[src/rtl/ahb_fetch_queue.sv]
// ahb_fetch_queue
//   Instruction prefetch queue between the core and a zero-wait-state AHB-Lite
//   instruction ROM. It issues sequential word fetches, buffers each returned
//   word with its PC in a DEPTH-entry FIFO, and hands entries to the core over
//   a valid/ready handshake. A redirect flushes the queue and restarts
//   fetching at the new PC.
//
//   Optional feature macro: FETCH_BYPASS_EN
//     When defined, a word fetched while the queue is empty is presented to
//     the core in the same cycle. If the core takes it, the word is never
//     written into the queue.
//
//   Parameters
//     DEPTH     FIFO entries (power of two, 2..16)
//     RESET_PC  first fetch address after reset (word aligned)
//
//   Ports
//     HCLK, HRESET          clock, synchronous active-high reset
//     HSEL, HADDR           fetch request and its word-aligned byte address
//     HREADY, HRDATA        bus ready and read data for the current HADDR
//     redirect, redirect_pc flush and restart fetching at redirect_pc
//     instr_valid, instr,   head-of-queue entry presented to the core
//     instr_pc, instr_ready
//     count                 occupied entries
//
//   States
//     IDLE | after reset, no fetch issued
//     RUN  | fetching; held until reset

module ahb_fetch_queue #(
    parameter int unsigned DEPTH    = 4,
    parameter logic [31:0] RESET_PC = 32'h0000_0000
) (
    input  logic                       HCLK,
    input  logic                       HRESET,
    output logic                       HSEL,
    output logic [31:0]                HADDR,
    input  logic                       HREADY,
    input  logic [31:0]                HRDATA,
    input  logic                       redirect,
    input  logic [31:0]                redirect_pc,
    output logic                       instr_valid,
    output logic [31:0]                instr,
    output logic [31:0]                instr_pc,
    input  logic                       instr_ready,
    output logic [$clog2(DEPTH):0]     count
);

    localparam int unsigned PW = $clog2(DEPTH);
    localparam int unsigned CW = PW + 1;
    localparam logic [CW-1:0] DEPTH_C = CW'(DEPTH);

    typedef enum logic {
        S_IDLE,
        S_RUN
    } state_t;

    state_t          state_q, state_d;
    logic [31:0]     fetch_pc_q, fetch_pc_d;
    logic [PW-1:0]   wr_ptr_q, wr_ptr_d;
    logic [PW-1:0]   rd_ptr_q, rd_ptr_d;
    logic [CW-1:0]   count_q, count_d;
    logic [31:0]     mem_word_q [DEPTH];
    logic [31:0]     mem_word_d [DEPTH];
    logic [31:0]     mem_pc_q   [DEPTH];
    logic [31:0]     mem_pc_d   [DEPTH];

    logic fifo_empty;
    logic fifo_pop;
    logic can_push;
    logic hsel;
    logic fetch_ok;
    logic bypass;
    logic write_en;

    assign fifo_empty = (count_q == '0);
    // Pop from the stored entries only; using the raw valid here would close a
    // combinational loop through the bypass path. When full, the queue is
    // non-empty, so this gives the same can_push as checking the handshake.
    assign fifo_pop   = !fifo_empty && instr_ready;
    assign can_push   = (count_q != DEPTH_C) || fifo_pop;
    assign hsel       = (state_q == S_RUN) && can_push && !redirect;
    assign fetch_ok   = hsel && HREADY;

`ifdef FETCH_BYPASS_EN
    assign bypass = fifo_empty && fetch_ok;
`else
    assign bypass = 1'b0;
`endif

    // A bypassed word that the core accepts right away never occupies a slot.
    assign write_en = fetch_ok && !(bypass && instr_ready);

    assign HSEL        = hsel;
    assign HADDR       = fetch_pc_q;
    assign count       = count_q;
    assign instr_valid = !fifo_empty || bypass;
    assign instr       = bypass ? HRDATA     : mem_word_q[rd_ptr_q];
    assign instr_pc    = bypass ? fetch_pc_q : mem_pc_q[rd_ptr_q];

    always_comb begin
        state_d    = state_q;
        fetch_pc_d = fetch_pc_q;
        wr_ptr_d   = wr_ptr_q;
        rd_ptr_d   = rd_ptr_q;
        count_d    = count_q;
        mem_word_d = mem_word_q;
        mem_pc_d   = mem_pc_q;

        case (state_q)
            S_IDLE:  state_d = S_RUN;
            S_RUN:   state_d = S_RUN;
            default: state_d = S_IDLE;
        endcase

        if (redirect) begin
            // Any handshake or fetch in this cycle is dropped with the flush.
            fetch_pc_d = redirect_pc & 32'hFFFF_FFFC;
            wr_ptr_d   = '0;
            rd_ptr_d   = '0;
            count_d    = '0;
        end else begin
            if (fetch_ok) begin
                fetch_pc_d = fetch_pc_q + 32'd4;
            end
            if (write_en) begin
                mem_word_d[wr_ptr_q] = HRDATA;
                mem_pc_d[wr_ptr_q]   = fetch_pc_q;
                wr_ptr_d             = wr_ptr_q + 1'b1;
            end
            if (fifo_pop) begin
                rd_ptr_d = rd_ptr_q + 1'b1;
            end
            count_d = count_q + {{(CW-1){1'b0}}, write_en}
                              - {{(CW-1){1'b0}}, fifo_pop};
        end
    end

    always_ff @(posedge HCLK) begin
        if (HRESET) begin
            state_q    <= S_IDLE;
            fetch_pc_q <= RESET_PC;
            wr_ptr_q   <= '0;
            rd_ptr_q   <= '0;
            count_q    <= '0;
            for (int unsigned i = 0; i < DEPTH; i++) begin
                mem_word_q[i] <= '0;
                mem_pc_q[i]   <= '0;
            end
        end else begin
            state_q    <= state_d;
            fetch_pc_q <= fetch_pc_d;
            wr_ptr_q   <= wr_ptr_d;
            rd_ptr_q   <= rd_ptr_d;
            count_q    <= count_d;
            mem_word_q <= mem_word_d;
            mem_pc_q   <= mem_pc_d;
        end
    end

endmodule

[config.mk]
export PLATFORM = sky130hd
export DESIGN_NAME = ahb_fetch_queue
export DESIGN_NICKNAME = d
export VERILOG_FILES = /design/src/rtl/ahb_fetch_queue.sv
export SDC_FILE = /design/constraint.sdc
export NUM_CORES = 1
export LEC_CHECK = 0
export CORE_ASPECT_RATIO = 1.25
export CORE_MARGIN = 2
export CORE_UTILIZATION = 59
export DETAILED_ROUTE_END_ITERATION = 10
export GPL_TIMING_DRIVEN = 0
export PLACE_DENSITY = 0.82
export SLEW_MARGIN = 5
export SYNTH_ARGS = -nofsm -noshare
export SYNTH_HDL_FRONTEND = slang
export SYNTH_SLANG_ARGS = --single-unit
[constraint.sdc]
create_clock -name HCLK -period 5.9 [get_ports HCLK]
set_input_delay 1.18 -clock HCLK [delete_from_list [all_inputs] [get_ports HCLK]]
set_output_delay 1.18 -clock HCLK [all_outputs]
set_load 0.02 [all_outputs]
==> impl_results.md, run 1 <==
- Outcome: finished, final reports clean
- CTS clock-pin slew for the worst setup and hold paths: 0.06 ns
- Setup_tns: 0 ns
- Total number of vias: 11,600
- Most common cell in the netlist: sky130_fd_sc_hd__nand2_1
- Share of final-layout standard cells stronger than drive strength 1: 11.6%
- Kind of path behind the tightest hold check: flop to flop
- Top cell family by delay on the critical path: buffers and inverters
- Endpoints failing hold: 0
- Clock buffers created by TritonCTS: 28
- Post-synth EDFFs: 0
- Clock tree from TritonCTS: done
- Residual antenna-violating net count after detailed routing: 0
- Placeable Area: 0.0206 mm^2
- Largest area contributor in the netlist: sky130_fd_sc_hd__dfxtp_1
- R2R Setup Slk: 3.09 ns
- Met2 WL post-DR: 18,100 um
- Top post-synthesis cells by area: sky130_fd_sc_hd__dfxtp_1 47%, sky130_fd_sc_hd__nand2_1 16%, sky130_fd_sc_hd__mux4_2 11%, sky130_fd_sc_hd__a21oi_1 11%, sky130_fd_sc_hd__buf_2 2.8%
- Area enclosed by the die boundary: 0.0220 mm^2
- Data arrival time of the critical path: 3.59 ns
- Hold-fix buffers at CTS: 0
- Syn. warnings: 0
- Final cycle utilization of the critical path: 80.8%
- VDD IR-drop max: 0.215 mV
- Drt first-iter violations: 1,222
- Max-Slew Margin vs Limit: 50.8%
- Number of cells upsized or downsized after cts: 0
- Number of instances in the synthesized netlist: 1,458
- Critical path startpoint category: input pin
- Weighted congestion reported at the end of routability-driven placement: 0.919
- Detailed-route wire length on metal 1: 13,800 um
- Total met3 wirelength after detailed routing: 3540 um
- Effective utilization at floorplan: 59.7%
- Global-route wire length before repair: 57,300 um
- Clock latency on the worst-skew pair: 0.54 ns
- # placed instances: 1,897
- FF+latch count, synth: 286
- Wirelength, routed: 37,300 um
- I/O pin cnt: 170
- Antenna violations before repair: 0
- Share of flip-flops with an asynchronous set or reset after synthesis: 0%
- Most used cell along the critical path: sky130_fd_sc_hd__clkdlybuf4s50_1
- Detailed-routing iteration count for the pre-antenna-repair pass: 6
- Post-synthesis average cell area: 8.43 um^2
- Die width: 133 um
- Detail-routed net length per standard cell: 19.2 um
- Rows: 59
- Critical-path cell list: clkdlybuf4s50_1 > clkbuf_1 > buf_1 > nor3b_1 > clkdlybuf4s50_1
- Post-layout net count: 1,730
- Area share of the leading cell type in the synthesized netlist: 46.6%
- Start-to-end type of the worst setup path: input pin to output port
- Clock root buffer master: sky130_fd_sc_hd__clkbuf_16
- Static Leakage: 5.12 nW
- Top layer reached by signal wires: met4
- Fmax achieved: 210 MHz
- Vias per cell: 5.99
- Total global routing track utilization: 33.2%
- Number of max-slew violations in the final report: 0
- Critical path's largest stage delay: 0.67 ns
- Count of different cell masters after synthesis: 57
- End point of the critical path: HSEL
- Leading cell types by count after synthesis: 531 x sky130_fd_sc_hd__nand2_1, 286 x sky130_fd_sc_hd__dfxtp_1, 272 x sky130_fd_sc_hd__a21oi_1
- Setup crit end kind: output port
- Max FO, Critical Path: 10
- Clock tree buffer depth: 3
- Dominant synthesized flop cell: sky130_fd_sc_hd__dfxtp_1
- Origin of the worst min-delay path: mem_word_q[102]
- Number of buffers and inverters on the critical path: 4
- Antenna cells: 0
- Data required, critical path: 4.72 ns
- Timing startpoint of the critical path: redirect
- Setup repair bufs after CTS: 0
- Post-Layout Cell Count: 1,945
- Die height: 165 um
- Slew of the pin with the lowest slew margin: 0.738 ns
- DRC: 0
- Seq/Total Area, Yosys: 46.6%
- Reg-to-Reg Start: count[1]
- Final Skew: 0.00854 ns
- H-tree Lvls: 1
- Cell type of the slowest stage on the worst timing path: sky130_fd_sc_hd__clkdlybuf4s50_1
- Number of maximum-capacitance violations: 0
- Vias in the first global route: 11,100
- Setup violation total in the final timing report: 0
- RSZ-0062 raised after global routing: false
- Share of the core filled with cells: 73.6%
- Power per cell area: 269 mW/mm^2
- Shortest period the worst path allows: 4.77 ns
- Residual overflow from global routing: 0
- R2r worst-path depth: 13
- Maximum number of pins on one net before global-route repair: 14
- Endpoint of the lowest-slack register-to-register path: count[2]
- Area of the mapped netlist: 0.0123 mm^2
- HPWL after detailed placement: 25,400 um
- Layout-stage area growth over the synthesis result: 23.4%
- Total clock sinks: 286
- Number of I/O port buffers: 162
- Crit. path cell count: 5
==> layout by cell type, fill, tap and decap left out, types with 4 or more instances in the layout <==
master	n
sky130_fd_sc_hd__clkbuf_1	58
sky130_fd_sc_hd__nor2_1	25
sky130_fd_sc_hd__buf_2	69
sky130_fd_sc_hd__a21oi_1	272
sky130_fd_sc_hd__nand3_1	7
sky130_fd_sc_hd__and2_1	8
sky130_fd_sc_hd__nor2b_1	5
sky130_fd_sc_hd__conb_1	4
sky130_fd_sc_hd__nand2_1	531
sky130_fd_sc_hd__clkbuf_8	4
sky130_fd_sc_hd__inv_1	10
sky130_fd_sc_hd__a2bb2oi_1	5
sky130_fd_sc_hd__o21ai_0	21
sky130_fd_sc_hd__xor2_1	7
sky130_fd_sc_hd__mux4_2	62
sky130_fd_sc_hd__a31oi_1	10
sky130_fd_sc_hd__or3_1	4
sky130_fd_sc_hd__ha_1	7
sky130_fd_sc_hd__dfxtp_1	286
sky130_fd_sc_hd__clkbuf_16	29
sky130_fd_sc_hd__nand4_1	11
sky130_fd_sc_hd__clkdlybuf4s50_1	162
sky130_fd_sc_hd__buf_4	7
==> worst reg2reg max path, delay by kind of cell (launching register included) <==
kind / cells / cell delay, ns
XOR/XNOR: 2 / 0.31
buffers and inverters: 5 / 0.64
adder cells (fa/ha/maj): 3 / 0.78
flip-flops: 1 / 0.40
AND/OR/NAND/NOR: 3 / 0.57
==> power by group <==
group          internal (mW)  total (mW)  switching (mW)  leakage (nW)
logic                  0.135       0.323           0.188          2.37
registers               1.96        1.98          0.0293          2.31
clock network           1.03        1.77           0.740         0.437
total                   3.12        4.08           0.957          5.12
==> layout make-up <==
cell class | count | area, um^2
Inverter | 11 | 41.3
Buffer | 131 | 623
Sequential cell | 286 | 5730
Timing Repair Buffer | 162 | 1620
Multi-Input combinational cell | 1033 | 5910
Clock buffer | 42 | 815
Fill cell | 1500 | 5430
Tap cell | 274 | 343
Clock inverter | 6 | 82.6
==> per-layer routing <==
metal  global-route usage, %  vias to the layer above
met5                       0                        -
met4                    16.5                        0
met3                    4.58                      134
met2                    57.6                      705
met1                    40.8                     5491
li1                        -                     5313
==> per-stage QoR <==
stage	hold WS [ns]	power [mW]	worst slack (ns)	instance area (um^2)
floorplan	0.433	2.18	2.60	12300
detailed placement	0.444	2.34	1.19	14300
global placement	0.438	2.34	1.18	14300
finish	0.452	4.08	1.13	15200
global route	0.466	4.17	1.08	15200
CTS	0.452	4.07	1.18	15200
==> cells by family after synthesis <==
logic type                 Yosys count  synth area share, %
AOI/OAI and AO/OA                  325                 13.9
xor gates and xnor gates            10                0.713
adders and majority gates            8                0.876
buffers and inverters              142                 5.41
DFF                                286                 46.6
muxes                               64                 11.5
other                                1               0.0305
and+or+nand+nor                    622                 20.9
==> state kept, by name, summed over array words and instances, names as in the netlist <==
signal	flops
state_q	1
HADDR	30
mem_word_q	128
count	3
mem_pc_q	120
wr_ptr_q	2
rd_ptr_q	2
==> worst min-delay path by stage <==
| stage | to | slack [ns] | cells past startpoint |
|---|---|---|---|
| final | mem_word_q[102] | 0.45 | 2 |
| after global routing | mem_pc_q[2] | 0.47 | 2 |
| after CTS | mem_word_q[0] | 0.45 | 2 |
| after detailed placement | mem_word_q[0] | 0.44 | 2 |
| after global placement | mem_word_q[29] | 0.44 | 2 |
| after floorplan | mem_pc_q[34] | 0.43 | 2 |
No activity file was read; power rests on OpenSTA's default activity.
==> inputs of run 2 (changes only) <==
Settings changed: CORE_UTILIZATION 59 to 50, PLACE_DENSITY 0.82 to 0.74.
Clock period 5.9 ns to 4.3 ns, I/O delays scaled along.
==> run 2 against run 1 <==
Clock power grew 47%. Global-route usage fell by 4.2 points. First-iteration DRC count down 35%. Power is 41% higher. Sequential power increased by 37%. Critical endpoint unchanged. Setup slack worse by 1.1 ns.
==> impl_results.md, run 2 (same netlist as run 1, synthesis figures left out) <==
- Total global routing track utilization: 29.0% (was 33.2%)
- Drt first-iter violations: 791 (was 1,222)
- Hold-fix buffers at CTS: 0 (unchanged)
- Top layer reached by signal wires: met4 (unchanged)
- Max FO, Critical Path: 10 (unchanged)
- Setup crit end kind: output port (unchanged)
- Most used cells in the layout excluding fill and tap cells: 531 x sky130_fd_sc_hd__nand2_1, 286 x sky130_fd_sc_hd__dfxtp_1, 272 x sky130_fd_sc_hd__a21oi_1 (unchanged)
- Reg with most FFs: mem_word_q (unchanged)
- Worst-case setup margin in the final layout: 0.0700 ns (was 1.13 ns)
- Setup repair bufs after CTS: 0 (unchanged)
- Slew of the pin with the lowest slew margin: 0.761 ns (was 0.738 ns)
- Detail-routed net length per standard cell: 19.0 um (was 19.2 um)
- Hold path depth: 2 (unchanged)
- Detailed-route wire length on metal 1: 14,700 um (was 13,800 um)
- Kind of path behind the tightest hold check: flop to flop (unchanged)
- Total met3 wirelength after detailed routing: 3310 um (was 3540 um)
- Vias per cell: 5.67 (was 5.99)
- Area enclosed by the die boundary: 0.0259 mm^2 (was 0.0220 mm^2)
- Final Skew: 0.0101 ns (was 0.00854 ns)
- Number of max-slew violations in the final report: 0 (unchanged)
- Power per cell area: 376 mW/mm^2 (was 269 mW/mm^2)
- Worst slack at placement: 0.217 ns (was 1.19 ns)
- Final cycle utilization of the critical path: 98.4%
- Net Sw Power: 1.36 mW (was 0.957 mW)
- Vias in the first global route: 10,600 (was 11,100)
- Post-layout net count: 1,730 (unchanged)
- Shortest period the worst path allows: 4.23 ns
- Number of maximum-capacitance violations: 0 (unchanged)
- Max-Slew Margin vs Limit: 49.2% (was 50.8%)
- Number of fill cells: 2,076 (was 1,500)
- Clock latency on the worst-skew pair: 0.54 ns (about the same)
- RSZ-0062 raised after global routing: false (unchanged)
- Proportion of power drawn by flip-flops and latches: 47.2% (was 48.7%)
- R2R Setup Slk: 1.43 ns (was 3.09 ns)
- Number of I/O port buffers: 162 (unchanged)
- Number of flip-flops under the largest register name: 128 (unchanged)
- Data arrival time of the critical path: 3.37 ns (was 3.59 ns)
- Die width: 144 um (was 133 um)
- CTS clock-pin slew for the worst setup and hold paths: 0.06 ns (about the same)
- R2r worst-path depth: 13 (unchanged)
- Most common library cell in the layout ignoring fill and taps: sky130_fd_sc_hd__nand2_1 (unchanged)
- Start-to-end type of the worst setup path: input pin to output port (unchanged)
- Endpoint of the lowest-slack register-to-register path: count[2] (unchanged)
- Detailed-routing iteration count for the pre-antenna-repair pass: 6 (unchanged)
- Total clock sinks: 286 (unchanged)
- Proportion of total power due to net switching: 23.6% (was 23.5%)
- Endpoints failing hold: 0 (unchanged)
- Internal portion of total power: 4.41 mW (was 3.12 mW)
- Setup violation total in the final timing report: 0 (unchanged)
- Capture endpoint of the worst hold path: mem_pc_q[42] (was mem_word_q[102])
- Reg-to-Reg Start: count[1] (unchanged)
- Effective utilization at floorplan: 50.5% (was 59.7%)
- Global-route wire length before repair: 57,700 um (was 57,300 um)
- Total design power: 5.77 mW (was 4.08 mW)
- Fmax achieved: 236 MHz
- Origin of the worst min-delay path: mem_pc_q[42] (was mem_word_q[102])
- Total number of vias: 11,400 (was 11,600)
- Outcome: finished, final reports clean (unchanged)
- Residual antenna-violating net count after detailed routing: 0 (unchanged)
- Clock tree from TritonCTS: done (unchanged)
- VDD IR-drop max: 0.296 mV (was 0.215 mV)
- Die height: 179 um (was 165 um)
- HPWL after detailed placement: 26,200 um (was 25,400 um)
- Clock buffers created by TritonCTS: 28 (unchanged)
- Antenna cells: 0 (unchanged)
- Rows: 64 (was 59)
- Number of cells upsized or downsized after cts: 0 (unchanged)
- Antenna violations before repair: 0 (unchanged)
- Proportion of power drawn by the clock network: 45.1% (was 43.4%)
- Weighted congestion reported at the end of routability-driven placement: 0.916 (was 0.919)
- Layout-stage area growth over the synthesis result: 24.7% (was 23.4%)
- Share of the core filled with cells: 62.9% (was 73.6%)
- Residual overflow from global routing: 0 (unchanged)
- Setup_tns: 0 ns (unchanged)
- Data required, critical path: 3.44 ns (was 4.72 ns)
- H-tree Lvls: 1 (unchanged)
- Met2 WL post-DR: 18,800 um (was 18,100 um)
- Clock root buffer master: sky130_fd_sc_hd__clkbuf_16 (unchanged)
- DRC: 0 (unchanged)
- Wirelength, routed: 38,200 um (was 37,300 um)
- Placeable Area: 0.0243 mm^2 (was 0.0206 mm^2)
- Share of final-layout standard cells stronger than drive strength 1: 12.2% (was 11.6%)
- Static Leakage: 5.17 nW (was 5.12 nW)
- I/O pin cnt: 170 (unchanged)
- Comb power frac: 7.7% (was 7.9%)
- Clock tree buffer depth: 3 (unchanged)
- Maximum number of pins on one net before global-route repair: 16 (was 14)
- Critical path startpoint category: input pin (unchanged)
## run 2: cell types whose count changed in the layout (fill, tap and decap cells not counted), sizes merged
cell	before	now
clkinvlp	1	4
clkinv	3	9
clkbuf	94	87
bufinv	2	4
## run 2: worst max-delay path by stage
stage	from	end	slack [ns]	cells after the start
global route	redirect	HSEL	0.07	5
CTS	redirect	HSEL	0.20	5
detailed placement	redirect	HSEL	0.22	5
global placement	redirect	HSEL	0.20	5
floorplan	instr_ready	count[2]	1.46	13
finish	redirect	HSEL	0.07	5
## run 2: area by class of cell
cell class / count / area [um^2] / share of cell area (%)
clock inverter: 17 / 199 / 1.30
multi-input combinational: 1033 / 5910 / 38.6
tap: 330 / 413 / 2.69
sequential: 286 / 5730 / 37.4
clock buffer: 35 / 788 / 5.14
buffer: 131 / 623 / 4.07
timing repair buffer: 162 / 1620 / 10.6
inverter: 11 / 41.3 / 0.269
## run 2: per-stage QoR
step	hold WS (ns)	cell area [um^2]	instances
6_report	0.451	15300	2005
2_1_floorplan	0.433	12300	1461
5_1_grt	0.471	15300	2005
3_3_place_gp	0.438	14300	1953
3_5_place_dp	0.444	14300	1953
4_1_cts	0.453	15300	2005
## run 2: worst max-delay path: stages
cell and delay (ns):
sky130_fd_sc_hd__clkdlybuf4s50_1 0.60, sky130_fd_sc_hd__clkbuf_1 0.36, sky130_fd_sc_hd__buf_1 0.37, sky130_fd_sc_hd__nor3b_1 0.48
sky130_fd_sc_hd__clkdlybuf4s50_1 0.69
## run 2: power by group through the flow
stage / clock network, mW / logic (mW) / registers [mW]
final: 2.60 / 0.446 / 2.72
after global routing: 2.74 / 0.471 / 2.72
after CTS: 2.62 / 0.441 / 2.72
after detailed placement: 0 / 0.439 / 2.78
after global placement: 0 / 0.435 / 2.78
after floorplan: 0 / 0.200 / 2.79
## run 2: per-layer routing
layer,global-route usage [%],vias up
li1,-,5320
met1,37.3,5391
met2,49.9,559
met3,3.74,91
met4,10.8,0
met5,0,-
